**src/rtl/fifo_wr_arbiter_if.sv**
```systemverilog
// Requester-side streams and FIFO write-port signals shared by the round-robin write arbiter.
// The master modport is the arbiter's view; the slave modport is the requester/FIFO side.
interface fifo_wr_arbiter_if #(
    parameter int unsigned NREQ = 4,
    parameter int unsigned DW   = 8
);
    logic [NREQ-1:0]    in_valid;
    logic [NREQ*DW-1:0] in_data;
    logic [NREQ-1:0]    in_ready;
    logic               full;
    logic               wr_en;
    logic [DW-1:0]      wr_data;
    logic [NREQ-1:0]    grant;
    logic               busy;

    modport master (
        input  in_valid, in_data, full,
        output in_ready, wr_en, wr_data, grant, busy
    );

    modport slave (
        output in_valid, in_data, full,
        input  in_ready, wr_en, wr_data, grant, busy
    );
endinterface

```
**src/rtl/fifo_wr_arbiter.sv**
```systemverilog
// Round-robin arbiter sharing one FIFO write port among NREQ valid/ready requesters,
// granting bursts of up to BURST beats with a combinational, full-aware datapath.
module fifo_wr_arbiter #(
    parameter int unsigned NREQ  = 4,
    parameter int unsigned DW    = 8,
    parameter int unsigned BURST = 4
) (
    input logic               clk,
    input logic               reset_n,
    fifo_wr_arbiter_if.master bus
);
    localparam int unsigned IW = $clog2(NREQ);
    localparam int unsigned CW = $clog2(BURST + 1);
    localparam logic [CW-1:0] LastBeat = CW'(BURST - 1);
    localparam logic [IW-1:0] LastReq  = IW'(NREQ - 1);

    typedef enum logic {StIdle, StGrant} state_t;

    state_t          state_q, state_d;
    logic [IW-1:0]   idx_q, idx_d;
    logic [IW-1:0]   last_q, last_d;
    logic [CW-1:0]   beat_cnt_q, beat_cnt_d;
    logic [IW-1:0]   pick;
    logic            pick_valid;
    logic [IW-1:0]   cand;
    logic            xfer;
    logic [NREQ-1:0] in_ready;
    logic [NREQ-1:0] grant;
    logic            wr_en;
    logic [DW-1:0]   wr_data;
    logic            busy;

    // Scan from farthest to nearest so the nearest valid after last wins.
    always_comb begin
        pick       = '0;
        pick_valid = 1'b0;
        cand       = '0;
        for (int unsigned k = NREQ; k >= 1; k--) begin
            cand = IW'((32'(last_q) + k) % NREQ);
            if (bus.in_valid[cand]) begin
                pick       = cand;
                pick_valid = 1'b1;
            end
        end
    end

    always_comb begin
        state_d    = state_q;
        idx_d      = idx_q;
        last_d     = last_q;
        beat_cnt_d = beat_cnt_q;
        xfer       = 1'b0;
        in_ready   = '0;
        grant      = '0;
        wr_en      = 1'b0;
        wr_data    = '0;
        busy       = 1'b0;
        unique case (state_q)
            StIdle: begin
                if (pick_valid) begin
                    idx_d      = pick;
                    beat_cnt_d = '0;
                    state_d    = StGrant;
                end
            end
            StGrant: begin
                busy            = 1'b1;
                grant[idx_q]    = 1'b1;
                in_ready[idx_q] = ~bus.full;
                xfer            = bus.in_valid[idx_q] & ~bus.full;
                wr_en           = xfer;
                wr_data         = bus.in_data[32'(idx_q) * DW +: DW];
                if (xfer) begin
                    beat_cnt_d = beat_cnt_q + CW'(1);
                end
                if (!bus.in_valid[idx_q] || (xfer && beat_cnt_q == LastBeat)) begin
                    state_d = StIdle;
                    last_d  = idx_q;
                end
            end
            default: state_d = StIdle;
        endcase
    end

    always_ff @(posedge clk or negedge reset_n) begin
        if (!reset_n) begin
            state_q    <= StIdle;
            idx_q      <= '0;
            last_q     <= LastReq;
            beat_cnt_q <= '0;
        end else begin
            state_q    <= state_d;
            idx_q      <= idx_d;
            last_q     <= last_d;
            beat_cnt_q <= beat_cnt_d;
        end
    end

    assign bus.in_ready = in_ready;
    assign bus.grant    = grant;
    assign bus.wr_en    = wr_en;
    assign bus.wr_data  = wr_data;
    assign bus.busy     = busy;
endmodule
```
**src/flat_wrapper.sv**
```systemverilog
// flat-port wrapper written by rule: the top's interface ports become plain ports
module fifo_wr_arbiter_flat 
#(
    parameter int unsigned NREQ  = 4,
    parameter int unsigned DW    = 8,
    parameter int unsigned BURST = 4
)
  (clk, reset_n, bus_in_valid, bus_in_data, bus_full, bus_in_ready, bus_wr_en, bus_wr_data, bus_grant, bus_busy);
  fifo_wr_arbiter_if #(.NREQ(NREQ), .DW(DW)) bus_i ();
  input logic clk;
  input logic reset_n;
  input wire logic [$bits(bus_i.in_valid)-1:0] bus_in_valid;
  input wire logic [$bits(bus_i.in_data)-1:0] bus_in_data;
  input wire logic [$bits(bus_i.full)-1:0] bus_full;
  output wire logic [$bits(bus_i.in_ready)-1:0] bus_in_ready;
  output wire logic [$bits(bus_i.wr_en)-1:0] bus_wr_en;
  output wire logic [$bits(bus_i.wr_data)-1:0] bus_wr_data;
  output wire logic [$bits(bus_i.grant)-1:0] bus_grant;
  output wire logic [$bits(bus_i.busy)-1:0] bus_busy;
  assign bus_i.in_valid = bus_in_valid;
  assign bus_i.in_data = bus_in_data;
  assign bus_i.full = bus_full;
  assign bus_in_ready = bus_i.in_ready;
  assign bus_wr_en = bus_i.wr_en;
  assign bus_wr_data = bus_i.wr_data;
  assign bus_grant = bus_i.grant;
  assign bus_busy = bus_i.busy;
  fifo_wr_arbiter #(.NREQ(NREQ), .DW(DW), .BURST(BURST)) u_core (.clk(clk), .reset_n(reset_n), .bus(bus_i));
endmodule
```
**config.mk**
```make
export PLATFORM = sky130hd
export DESIGN_NAME = fifo_wr_arbiter_flat
export DESIGN_NICKNAME = d
export VERILOG_FILES = /design/src/rtl/fifo_wr_arbiter_if.sv /design/src/rtl/fifo_wr_arbiter.sv /design/src/flat_wrapper.sv
export SDC_FILE = /design/constraint.sdc
export NUM_CORES = 1
export LEC_CHECK = 0
export CELL_PAD_IN_SITES_DETAIL_PLACEMENT = 1
export CELL_PAD_IN_SITES_GLOBAL_PLACEMENT = 1
export CORE_ASPECT_RATIO = 0.7
export CORE_MARGIN = 3
export CORE_UTILIZATION = 25
export DETAILED_ROUTE_END_ITERATION = 7
export GPL_ROUTABILITY_DRIVEN = 0
export PLACE_DENSITY_LB_ADDON = 0.2
export SYNTH_ARGS = -nofsm -noshare
export SYNTH_HDL_FRONTEND = slang
export SYNTH_SLANG_ARGS = --single-unit
```
**constraint.sdc**
```tcl
create_clock -name clk -period 2.15 [get_ports clk]
set_clock_uncertainty 0.2 [all_clocks]
set_input_delay 0.43 -clock clk [delete_from_list [all_inputs] [get_ports clk]]
set_output_delay 0.43 -clock clk [all_outputs]
set_load 0.005 [all_outputs]
```
# Yosys cells after proc, flatten, opt, wreduce, memory -nomap -nowiden
# Cells that the tools add are included.
# Widths: inputs -> output; s select.
# word_totals
register_bits	8
input_bits	39
output_inout_bits	18
elab_cells	61
# op_classes
add_sub_neg	5
n_lt_le_gt_ge	6
eq_ne	3
n_shift	1
n_mux	31
bitwise	4
n_reduce_logical	7
# op_table
op	count
$shiftx 32x6->8	1
$lt 2x3->1 const B	5
$mux 1	14
$bmux 1 s2	5
$mux 2	4
$mux 4	2
$mux 8	1
$mux 3	2
$pmux 3 s2	1
$reduce_and 2->1	3
$add 2x1->2 const B	2
$add 2x2->2 const B	2
$and 4x4->4	1
$add 3x1->3 const B	1
$eq 3x2->1 const B	1
$demux 1 s2	1
$ge 2x1->1 const B	1
$logic_and 1x1->1	2
$ne 2x1->1 const B	1
$ne 2x2->1 const B	1
$not 1->1	2
$pmux 1 s2	1
$and 1x1->1	1
$logic_not 1->1	1
$logic_or 1x1->1	1

# Logic depth before layout (Yosys ltp)
# depth
ltp_word	9
depth_mapped	6
mapped_depth_nobuf	6

# Worst setup path after synthesis
# No wires, ideal clock.
# synth_path
path_kind	register to output
start	reg u_core.idx_q[0]
end	out bus_wr_data[6]
arrival_time_ns	1.306
t_required_ns	1.520
path_slack_ns	0.214
path_stages_with_launch	5
path_buffers	2
path_cell_list	dfrtp_1 -> clkbuf_8 -> clkbuf_8 -> mux4_1 -> and2_1
# synth_via
elab_chain_cells	2
# synth_lines
element	line_no	source
start, declared	fifo_wr_arbiter.sv:20	logic [IW-1:0] idx_q, idx_d;
start signal, assigned	fifo_wr_arbiter.sv:93	idx_q <= idx_d;
$shiftx 32x6->8	fifo_wr_arbiter.sv:72	wr_data = bus.in_data[32'(idx_q) * DW +: DW];
$mux 8	fifo_wr_arbiter.sv:58	unique case (state_q)
end, declared	flat_wrapper.sv:17	output wire logic [$bits(bus_i.wr_data)-1:0] bus_wr_data;
# Every way passes these cells.

# Worst setup path after layout
# layout_path
start	reg u_core.idx_q[0]
end	out bus_wr_data[3]
# The elaborated chain is that of the path after synthesis.

==> metrics.txt <==
# TYPE chip_impl_metric gauge
chip_impl_info{name="status",value="complete, but fails checks"} 1
chip_impl_info{name="failed_checks",value="setup timing"} 1
chip_impl_metric{name="critical_path_arrival",unit="ns"} 1.69
chip_impl_metric{name="internal_power",unit="mW"} 1.22
chip_impl_metric{name="ir_worst_vdd",unit="V"} 0.000435
chip_impl_metric{name="power_density",unit="mW/mm2"} 1170
chip_impl_metric{name="path_clk_slew",unit="ns"} 0.05
chip_impl_info{name="crit_end",value="bus_wr_data[3]"} 1
chip_impl_metric{name="fp-row-count",unit=""} 17
chip_impl_metric{name="grt_start_max_net_pins",unit=""} 14
chip_impl_metric{name="asyncSetResetFlopFracSynth",unit="%"} 100
chip_impl_metric{name="number_of_antenna_violations_at_the_first_check_in_global_routing",unit=""} 0
chip_impl_metric{name="setup_tns",unit="ns"} -0.713
chip_impl_metric{name="placed_cells_incl_taps",unit=""} 196
chip_impl_info{name="tritoncts_clock_tree",value="built"} 1
chip_impl_metric{name="setup_viol",unit=""} 8
chip_impl_metric{name="number_of_nets_at_the_end_of_the_flow",unit=""} 207
chip_impl_metric{name="clk-insertion-delay-late",unit="ns"} 0.23
chip_impl_metric{name="vias_in_the_first_global_route",unit=""} 1106
chip_impl_metric{name="floorplan.initialDensity",unit="%"} 26.9
chip_impl_metric{name="core_area",unit="mm2"} 0.00325
chip_impl_metric{name="static_leakage",unit="nW"} 0.817
chip_impl_metric{name="cts_buffers",unit=""} 3
chip_impl_metric{name="dpl.hpwl",unit="mm"} 2.64
chip_impl_metric{name="synthesis.yosys.warnings",unit=""} 0
chip_impl_info{name="critPathCaptureType",value="primary output"} 1
chip_impl_info{name="hold_path.class",value="input pin to async pin"} 1
chip_impl_metric{name="cts.path.max_buffers",unit=""} 2
chip_impl_metric{name="worst_slew_margin_rel",unit="%"} 75.4
chip_impl_metric{name="yosys.cell_types.count",unit=""} 32
chip_impl_info{name="layout_commonest_cell",value="sky130_fd_sc_hd__dlygate4sd2_1"} 1
chip_impl_metric{name="die_width",unit="um"} 76.7
chip_impl_metric{name="syn_area",unit="um2"} 875
chip_impl_metric{name="synth-seq-area-share",unit="%"} 23.2
chip_impl_info{name="critical_path_class",value="flip-flop to primary output"} 1
chip_impl_metric{name="cp_data_required_time",unit="ns"} 1.52
chip_impl_metric{name="p_sw",unit="mW"} 0.713
chip_impl_metric{name="port-buffer-count",unit=""} 56
chip_impl_metric{name="diodes",unit=""} 0
chip_impl_metric{name="reg2regPathDepth",unit=""} 6
chip_impl_metric{name="overflow",unit=""} 0
chip_impl_metric{name="grt.total_usage",unit="%"} 16.9
chip_impl_metric{name="detail_route.first_pass.iterations",unit=""} 4
chip_impl_metric{name="clock_network_power_share",unit="%"} 10.0
chip_impl_metric{name="die_height",unit="um"} 55.5
chip_impl_metric{name="drv_cap",unit=""} 0
chip_impl_metric{name="report.final.slew_viol_count",unit=""} 0
chip_impl_metric{name="seq_power_share",unit="%"} 17.2
chip_impl_metric{name="drive_gt1_share",unit="%"} 40.0
chip_impl_metric{name="route.vias.total",unit=""} 1009
chip_impl_metric{name="dieArea",unit="mm2"} 0.00426
chip_impl_metric{name="holdWs",unit="ns"} 0.277
chip_impl_metric{name="max_freq",unit="MHz"} 431
chip_impl_metric{name="pre_cts_setup_slack",unit="ns"} -0.424
chip_impl_info{name="r2r_start",value="u_core.beat_cnt_q[0]"} 1
chip_impl_info{name="rsz0062_at_grt",value="yes"} 1
chip_impl_info{name="commonest_cells_after_routing_fill_and_taps_aside",value="sky130_fd_sc_hd__dlygate4sd2_1, sky130_fd_sc_hd__buf_4, sky130_fd_sc_hd__clkdlybuf4s50_1"} 1
chip_impl_metric{name="comb_power_share",unit="%"} 72.8
chip_impl_metric{name="post-route-period-util",unit="%"} 108
chip_impl_metric{name="detailed_router_s_first_iteration_violation_count",unit=""} 14
chip_impl_metric{name="post-route-util",unit="%"} 50.9
chip_impl_metric{name="avgViaCountPerCell",unit=""} 4.76
chip_impl_metric{name="final_hold_viol_count",unit=""} 0
chip_impl_metric{name="antenna_left",unit=""} 0
chip_impl_metric{name="routed_wirelength",unit="mm"} 3.52
chip_impl_metric{name="grt_pass1_wl",unit="mm"} 5.71
chip_impl_metric{name="synthesis.instances",unit=""} 85
chip_impl_metric{name="htree_levels",unit=""} 1
chip_impl_metric{name="postSynthRegisterBits",unit=""} 8
chip_impl_metric{name="total_of_hold_buffers_inserted_after_clock_tree_synthesis",unit=""} 0
chip_impl_metric{name="route.detailed.drc",unit=""} 0
chip_impl_metric{name="avgSynthCellArea",unit="um2"} 10.3
chip_impl_metric{name="areaGrowthSynthToFinish",unit="%"} 89.4
chip_impl_metric{name="io_pins",unit=""} 57
chip_impl_metric{name="placement.cell_area",unit="mm2"} 0.00155
chip_impl_metric{name="total_power",unit="mW"} 1.94
chip_impl_metric{name="final_cell_count_no_fill",unit=""} 212
chip_impl_metric{name="r2r_slack",unit="ns"} 0.25
chip_impl_metric{name="post-route-cell-area",unit="mm2"} 0.00166
chip_impl_info{name="reg2reg_to",value="u_core.last_q[1]"} 1
chip_impl_metric{name="cts_num_sinks",unit=""} 8
chip_impl_info{name="crit_path_start",value="u_core.idx_q[0]"} 1
chip_impl_info{name="synth_ff_type",value="sky130_fd_sc_hd__dfrtp_1"} 1
chip_impl_metric{name="power_switching_share",unit="%"} 36.8
chip_impl_metric{name="path_max_fanout",unit=""} 6
chip_impl_metric{name="worst_slack",unit="ns"} -0.170
chip_impl_metric{name="final_period_minus_worst_setup_slack",unit="ns"} 2.32
chip_impl_metric{name="number_of_nets_produced_by_synthesis",unit=""} 126
chip_impl_metric{name="wl_per_instance",unit="um"} 16.6
chip_impl_info{name="cts-root-buf",value="sky130_fd_sc_hd__clkbuf_8"} 1
chip_impl_metric{name="max_slew.worst_pin.slew",unit="ns"} 0.367
chip_impl_metric{name="synth_edf_count",unit=""} 0
chip_impl_info{name="setup.worst_path.start_class",value="flip-flop"} 1
[layer usage]
layer | global-route usage, % | wire length (um)
met5 | 0 | 0
met4 | 4.91 | 32
met3 | 3.42 | 151
met2 | 31.0 | 1830
met1 | 19.9 | 1500
[logic make-up after synthesis]
family	share of synthesized area, %
simple gates	20.0
flops	23.2
fa+ha+maj	2.86
mux	34.0
buf+inv	8.30
compound gates	11.6
[state kept, by name, indices dropped and copies added, names as in the netlist]
| register | flops |
|---|---|
| u_core.beat_cnt_q | 3 |
| u_core.idx_q | 2 |
| u_core.last_q | 2 |
| u_core.state_q | 1 |
[synthesized netlist by cell type, types with 2 or more instances]
library cell               n  area [um2]
sky130_fd_sc_hd__ha_1      2        25.0
sky130_fd_sc_hd__mux4_1    8         210
sky130_fd_sc_hd__a21oi_1   2        10.0
sky130_fd_sc_hd__dfstp_2   2        52.6
sky130_fd_sc_hd__dfrtp_1   6         150
sky130_fd_sc_hd__nor3_1    3        15.0
sky130_fd_sc_hd__mux2i_1   5        50.1
sky130_fd_sc_hd__nand2b_1  3        18.8
sky130_fd_sc_hd__inv_1     6        22.5
sky130_fd_sc_hd__and3_1    2        12.5
sky130_fd_sc_hd__a311oi_1  2        17.5
sky130_fd_sc_hd__clkbuf_8  2        27.5
sky130_fd_sc_hd__and2_1    9        56.3
sky130_fd_sc_hd__o21ai_0   2        10.0
sky130_fd_sc_hd__nand2_1   7        26.3
sky130_fd_sc_hd__nor2_1    8        30.0
[repair_timing]
item                       CTS  global route
setup endpoints to repair   17            14
cloned                       1             0
buffers inserted             8             5
hold endpoints to repair     0             0
pin swaps                   10             2
gates resized for setup     87            14
[worst min path at each step]
stage                           endpoint            startpoint  depth (start not counted)  slack [ns]
global placement    u_core.beat_cnt_q[0]  u_core.beat_cnt_q[0]                          1        0.27
global route        u_core.beat_cnt_q[2]               reset_n                          1        0.31
finish              u_core.beat_cnt_q[2]               reset_n                          1        0.28
floorplan           u_core.beat_cnt_q[0]               reset_n                          0       -0.07
CTS                 u_core.beat_cnt_q[2]               reset_n                          1        0.29
detailed placement  u_core.beat_cnt_q[0]  u_core.beat_cnt_q[0]                          1        0.32
[power by group through the flow]
stage               Sequential, mW  Combinational [mW]  Clock, mW
floorplan                    0.287               0.658          0
global placement             0.310                1.17          0
detailed placement           0.316                1.22          0
CTS                          0.331                1.39      0.198
global route                 0.348                1.54      0.207
finish                       0.333                1.41      0.194
[layout make-up]
| type | instances | area [um2] |
|---|---|---|
| clock buffers | 4 | 45.0 |
| multi-input cells | 66 | 608 |
| well taps | 47 | 58.8 |
| inverters | 6 | 22.5 |
| repair buffers | 81 | 717 |
| fillers | 401 | 1600 |
| flip-flops and latches | 8 | 205 |
[worst max-delay path, cell delays in order, from the launching register on]
cell,delay (ns)
sky130_fd_sc_hd__dfrtp_2,0.42
sky130_fd_sc_hd__buf_12,0.14
sky130_fd_sc_hd__buf_6,0.11
sky130_fd_sc_hd__buf_6,0.11
sky130_fd_sc_hd__mux4_2,0.40
sky130_fd_sc_hd__and2_1,0.14
sky130_fd_sc_hd__buf_2,0.12
Note: power is estimated with default switching activity, not from simulation.
